===== src/rtl/pattern_capture_pkg.sv =====
// Shared types and MISR step function for the pattern-merge response capture path.
package pattern_capture_pkg;

    typedef enum logic [1:0] {StIdle, StCapture, StDone, StUnload} capture_state_t;

    localparam int unsigned MISR_MAX_W   = 64;
    localparam logic [15:0] DEFAULT_POLY = 16'hB400;
    localparam logic [15:0] DEFAULT_SEED = 16'h0000;

    // Galois MISR step. Operands are zero-extended by the caller, so the bit shifted
    // into the top of a narrower register is always 0.
    function automatic logic [MISR_MAX_W-1:0] misr_next(
        input logic [MISR_MAX_W-1:0] sig,
        input logic [MISR_MAX_W-1:0] resp,
        input logic [MISR_MAX_W-1:0] poly
    );
        return (sig >> 1) ^ (sig[0] ? poly : '0) ^ resp;
    endfunction

endpackage


===== src/rtl/sig_misr.sv =====
// Multiple-input signature register with synchronous seed load and enable.
module sig_misr
    import pattern_capture_pkg::*;
#(
    parameter int unsigned     RESP_W = 9,
    parameter int unsigned     SIG_W  = 16,
    parameter logic [SIG_W-1:0] POLY  = DEFAULT_POLY,
    parameter logic [SIG_W-1:0] SEED  = DEFAULT_SEED
) (
    input  logic              clk,
    input  logic              rst_n,
    input  logic              load,
    input  logic              en,
    input  logic [RESP_W-1:0] resp,
    output logic [SIG_W-1:0]  sig
);

    always_ff @(posedge clk) begin
        if (!rst_n) begin
            sig <= SEED;
        end else if (load) begin
            sig <= SEED;
        end else if (en) begin
            sig <= SIG_W'(misr_next(MISR_MAX_W'(sig), MISR_MAX_W'(resp), MISR_MAX_W'(POLY)));
        end
    end

endmodule


===== src/rtl/pattern_signature_capture.sv =====
// Compacts netlist responses into a MISR, compares against a golden signature and
// unloads the signature serially, LSB first.
module pattern_signature_capture
    import pattern_capture_pkg::*;
#(
    parameter int unsigned      RESP_W = 9,
    parameter int unsigned      SIG_W  = 16,
    parameter logic [SIG_W-1:0] POLY   = DEFAULT_POLY,
    parameter logic [SIG_W-1:0] SEED   = DEFAULT_SEED,
    parameter int unsigned      CNT_W  = 16
) (
    input  logic              blif_clk_net,
    input  logic              blif_reset_net,
    input  logic              start_i,
    input  logic [CNT_W-1:0]  num_vec_i,
    input  logic              resp_valid_i,
    input  logic [RESP_W-1:0] resp_i,
    output logic              resp_ready_o,
    input  logic [SIG_W-1:0]  expected_sig_i,
    input  logic              unload_i,
    output logic              busy_o,
    output logic              done_o,
    output logic              match_o,
    output logic [SIG_W-1:0]  signature_o,
    output logic [CNT_W-1:0]  vec_count_o,
    output logic              sig_ser_o,
    output logic              sig_ser_valid_o
);

    localparam int unsigned BIT_W = $clog2(SIG_W);

    capture_state_t   state;
    logic [CNT_W-1:0] num_vec;
    logic [CNT_W-1:0] vec_count;
    logic [SIG_W-1:0] shadow;
    logic [BIT_W-1:0] bit_cnt;
    logic             accept;
    logic             restart;

    assign accept  = resp_valid_i && (state == StCapture);
    assign restart = start_i && (state == StIdle || state == StDone);

    sig_misr #(
        .RESP_W (RESP_W),
        .SIG_W  (SIG_W),
        .POLY   (POLY),
        .SEED   (SEED)
    ) u_misr (
        .clk   (blif_clk_net),
        .rst_n (blif_reset_net),
        .load  (restart),
        .en    (accept),
        .resp  (resp_i),
        .sig   (signature_o)
    );

    always_ff @(posedge blif_clk_net) begin
        if (!blif_reset_net) begin
            state     <= StIdle;
            num_vec   <= '0;
            vec_count <= '0;
            shadow    <= '0;
            bit_cnt   <= '0;
        end else begin
            unique case (state)
                StIdle, StDone: begin
                    if (start_i) begin
                        num_vec   <= num_vec_i;
                        vec_count <= '0;
                        state     <= (num_vec_i == '0) ? StDone : StCapture;
                    end else if (state == StDone && unload_i) begin
                        shadow  <= signature_o;
                        bit_cnt <= '0;
                        state   <= StUnload;
                    end
                end
                StCapture: begin
                    if (accept) begin
                        if (vec_count != '1) begin
                            vec_count <= vec_count + CNT_W'(1);
                        end
                        // num_vec is nonzero here, so num_vec-1 cannot underflow
                        if (vec_count == num_vec - CNT_W'(1)) begin
                            state <= StDone;
                        end
                    end
                end
                StUnload: begin
                    shadow  <= shadow >> 1;
                    bit_cnt <= bit_cnt + BIT_W'(1);
                    if (bit_cnt == BIT_W'(SIG_W - 1)) begin
                        state <= StDone;
                    end
                end
                default: state <= StIdle;
            endcase
        end
    end

    assign resp_ready_o    = (state == StCapture);
    assign busy_o          = (state == StCapture) || (state == StUnload);
    assign done_o          = (state == StDone);
    assign match_o         = done_o && (signature_o == expected_sig_i);
    assign vec_count_o     = vec_count;
    assign sig_ser_valid_o = (state == StUnload);
    assign sig_ser_o       = sig_ser_valid_o && shadow[0];

endmodule


===== config.mk =====
export PLATFORM = sky130hd
export DESIGN_NAME = pattern_signature_capture
export DESIGN_NICKNAME = d
export VERILOG_FILES = /design/src/rtl/pattern_capture_pkg.sv /design/src/rtl/sig_misr.sv /design/src/rtl/pattern_signature_capture.sv
export SDC_FILE = /design/constraint.sdc
export NUM_CORES = 1
export LEC_CHECK = 0
export CELL_PAD_IN_SITES_DETAIL_PLACEMENT = 0
export CELL_PAD_IN_SITES_GLOBAL_PLACEMENT = 2
export CORE_ASPECT_RATIO = 1.75
export CORE_UTILIZATION = 30
export CTS_CLUSTER_SIZE = 14
export DETAILED_ROUTE_END_ITERATION = 8
export PLACE_DENSITY_LB_ADDON = 0.12
export SLEW_MARGIN = 15
export SYNTH_ARGS = -nofsm -noshare
export SYNTH_HDL_FRONTEND = slang
export SYNTH_HIERARCHICAL = 1
export SYNTH_SLANG_ARGS = --single-unit

===== constraint.sdc =====
create_clock -name blif_clk_net -period 2.9 [get_ports blif_clk_net]
set_clock_uncertainty 0.05 [all_clocks]
set_input_delay 0.58 -clock blif_clk_net [delete_from_list [all_inputs] [get_ports blif_clk_net]]
set_output_delay 0.58 -clock blif_clk_net [all_outputs]
set_load 0.03 [all_outputs]

==> metrics.csv <==
metric,value,unit
clockBufferDepth,2,
path_class,flop to primary output,
synth-edff-count,0,
cts_root_buffer,clkbuf_16,
grt.total_usage,18.6,%
syn2layout_area_growth,35.9,%
cp-startpoint,state[0],
ioPinCount,84,
period_share,90.0,%
setup.worst_path.start_class,flop,
ff2ff_setup_slack,490,ps
core_area,0.0124,mm^2
hp-class,flop to flop,
overflow,0,
worstPathRequired,2270,ps
power,0.00295,W
ys_top_cells_by_area,"dfxtp_1 37%, xnor2_1 11%, nand2_1 7.8%, nor2_1 5.3%, a311oi_1 3.7%",
status,finished clean,
synth.net_count,512,
cts_tree,built,
synth_common_cells,"80 x nand2_1, 70 x dfxtp_1, 54 x nor2_1",
postCtsSetupBuffers,0,
dieHeight,151,um
wl_per_cell,16.4,um
yosys.area.top_type,dfxtp_1,
power_density,566,mW/mm^2
cts.clk_slew.worst_paths,60,ps
worstPathCellList,nor2b_1 > clkdlybuf4s50_1,
yosys_warnings,6,
finalSetupViolCount,0,
worst-path-max-fanout,11,
leakage,1.72,nW
num_vias,3572,
syn_area_per_cell,8.27,um^2
place_area,0.00485,mm^2
fin_area,0.00520,mm^2
critPathArrivalTime,1980,ps
antenna_found_initial,0,
cts_buffers,9,
synth_fa_ha_area_share,0.980,%
period_needed,2610,ps
clkLatencyLatePin,330,ps
yosysMostFrequentCell,nand2_1,
worstMarginPinSlew,607,ps
ys_ff_latch,70,
hp-start,shadow[7],
place_ws,282,ps
hpwl,9.15,mm
slew_headroom,59.5,%
num_antenna_cells,0,
synth_xor_area_share,13.7,%
vias_per_cell,4.95,
htree_levels,3,
regArea,0.00140,mm^2
synthMuxAreaShare,1.31,%
endpoint_kind,primary output,
holdPathEnd,shadow[6],
synth_top_cell_area_share,36.6,%
holdPathStages,2,
nFillCells,1299,
postRouteAntennaNets,0,
cap_violations,0,
synth_compound_area_share,15.5,%
synthSimpleGateAreaFrac,26.3,%
hold_slack,424,ps
cpPeakStageDelay,730,ps
netlist-cell-type-count,56,
reg2reg_depth,8,
wirelength,11.9,mm
drt-pass1-iter-count,4,
grt_pass1_vias,3429,
drive_gt1_share,9.95,%
die_area,0.0132,mm^2
finalWorstSetupSlack,290,ps
rows,54,
final_max_slew_viol_count,0,
synth_flop_cell,dfxtp_1,
fmax,383,MHz
synth_top_family_by_area,simple AND/OR/NAND/NOR gates,
syn_inst,463,
hold_buffers,0,
ir_drop,0.000256,V
multiInputGateArea,0.00221,mm^2
slowest_stage,clkdlybuf4s50_1,
grt_pass1_wl,18.1,mm
synth.cell_area,0.00383,mm^2
async_flop_share,0,%
cts_resized,0,
rsz0062_at_grt,false,
fin_nets,597,
die_w,87.4,um
port_buffers,83,
setup_tns,0,ps
start_util,30.8,%
place_congestion,0.852,
drc,0,
grt_max_degree,37,
ys_seq_area_share,36.6,%
worstReg2RegEnd,state[0],
dr.first_iter.drc_count,117,
cts.sinks,70,
finalHoldViolations,0,
r2r_start,num_vec[0],
stage by stage:
stage,cells,utilization (%)
after floorplan,463,-
final,721,41.9
after global placement,705,39.0
after CTS,721,41.9
after global routing,721,41.9
after detailed placement,705,39.0
worst max-delay path by stage:
stage / to / slack, ps / cells past startpoint
after floorplan: match_o / 140 / 4
after global placement: match_o / 290 / 6
after detailed placement: match_o / 280 / 6
after CTS: resp_ready_o / 260 / 2
after global routing: resp_ready_o / 200 / 2
final: resp_ready_o / 290 / 2
layout make-up:
cell class | instances | share of cell area (%)
Clock buffer | 11 | 4.86
Clock inverter | 5 | 2.02
Inverter | 13 | 0.938
Multi-Input combinational cell | 352 | 42.6
Sequential cell | 70 | 26.9
Tap cell | 168 | 4.04
Timing Repair Buffer | 102 | 18.7
metal layers:
layer	vias up	wire length [um]	global-route usage, %
met5	-	0	0
met4	0	231	6.80
met3	13	255	3.00
met2	70	7060	38.3
met1	1703	4310	17.6
li1	1786	-	-
cells in the final DEF (no fill, tap or decap), types with 6 or more instances in the layout:
cell type,n
xor2_1,14
nor4_1,13
xnor2_1,46
clkbuf_16,9
buf_4,20
a311oi_1,16
dfxtp_1,70
a211oi_2,8
inv_1,10
nor3_1,12
nor2_1,54
nand4_1,13
a211oi_1,7
nand2_1,80
nand3_1,6
clkdlybuf4s50_1,82
a21oi_1,20
cells by family (layout without fill, tap and decap cells):
kind of cell,count (synthesis),after routing
compound gates,76,76
xor+xnor,60,60
fa+ha+maj,3,3
buf+inv,41,131
flops,70,70
mux,5,5
simple gates,208,208
flip-flops by register name (all words and copies together), names as in the netlist:
signal,count
num_vec,16
shadow,16
u_misr/sig,16
vec_count_o,16
bit_cnt,4
state,2
worst max-delay path, delay by kind of cell, from the launching register on:
family,cells,cell delay (ps)
buf+inv,1,730
flops,1,650
simple gates,1,280
report_power, final:
part	total, W	internal [W]	switching, W
logic	0.000543	0.000252	0.000291
clock network	0.00132	0.000887	0.000432
registers	0.00109	0.00101	0.0000749
total	0.00295	0.00215	0.000798
No activity file was read; power rests on OpenSTA's default activity.
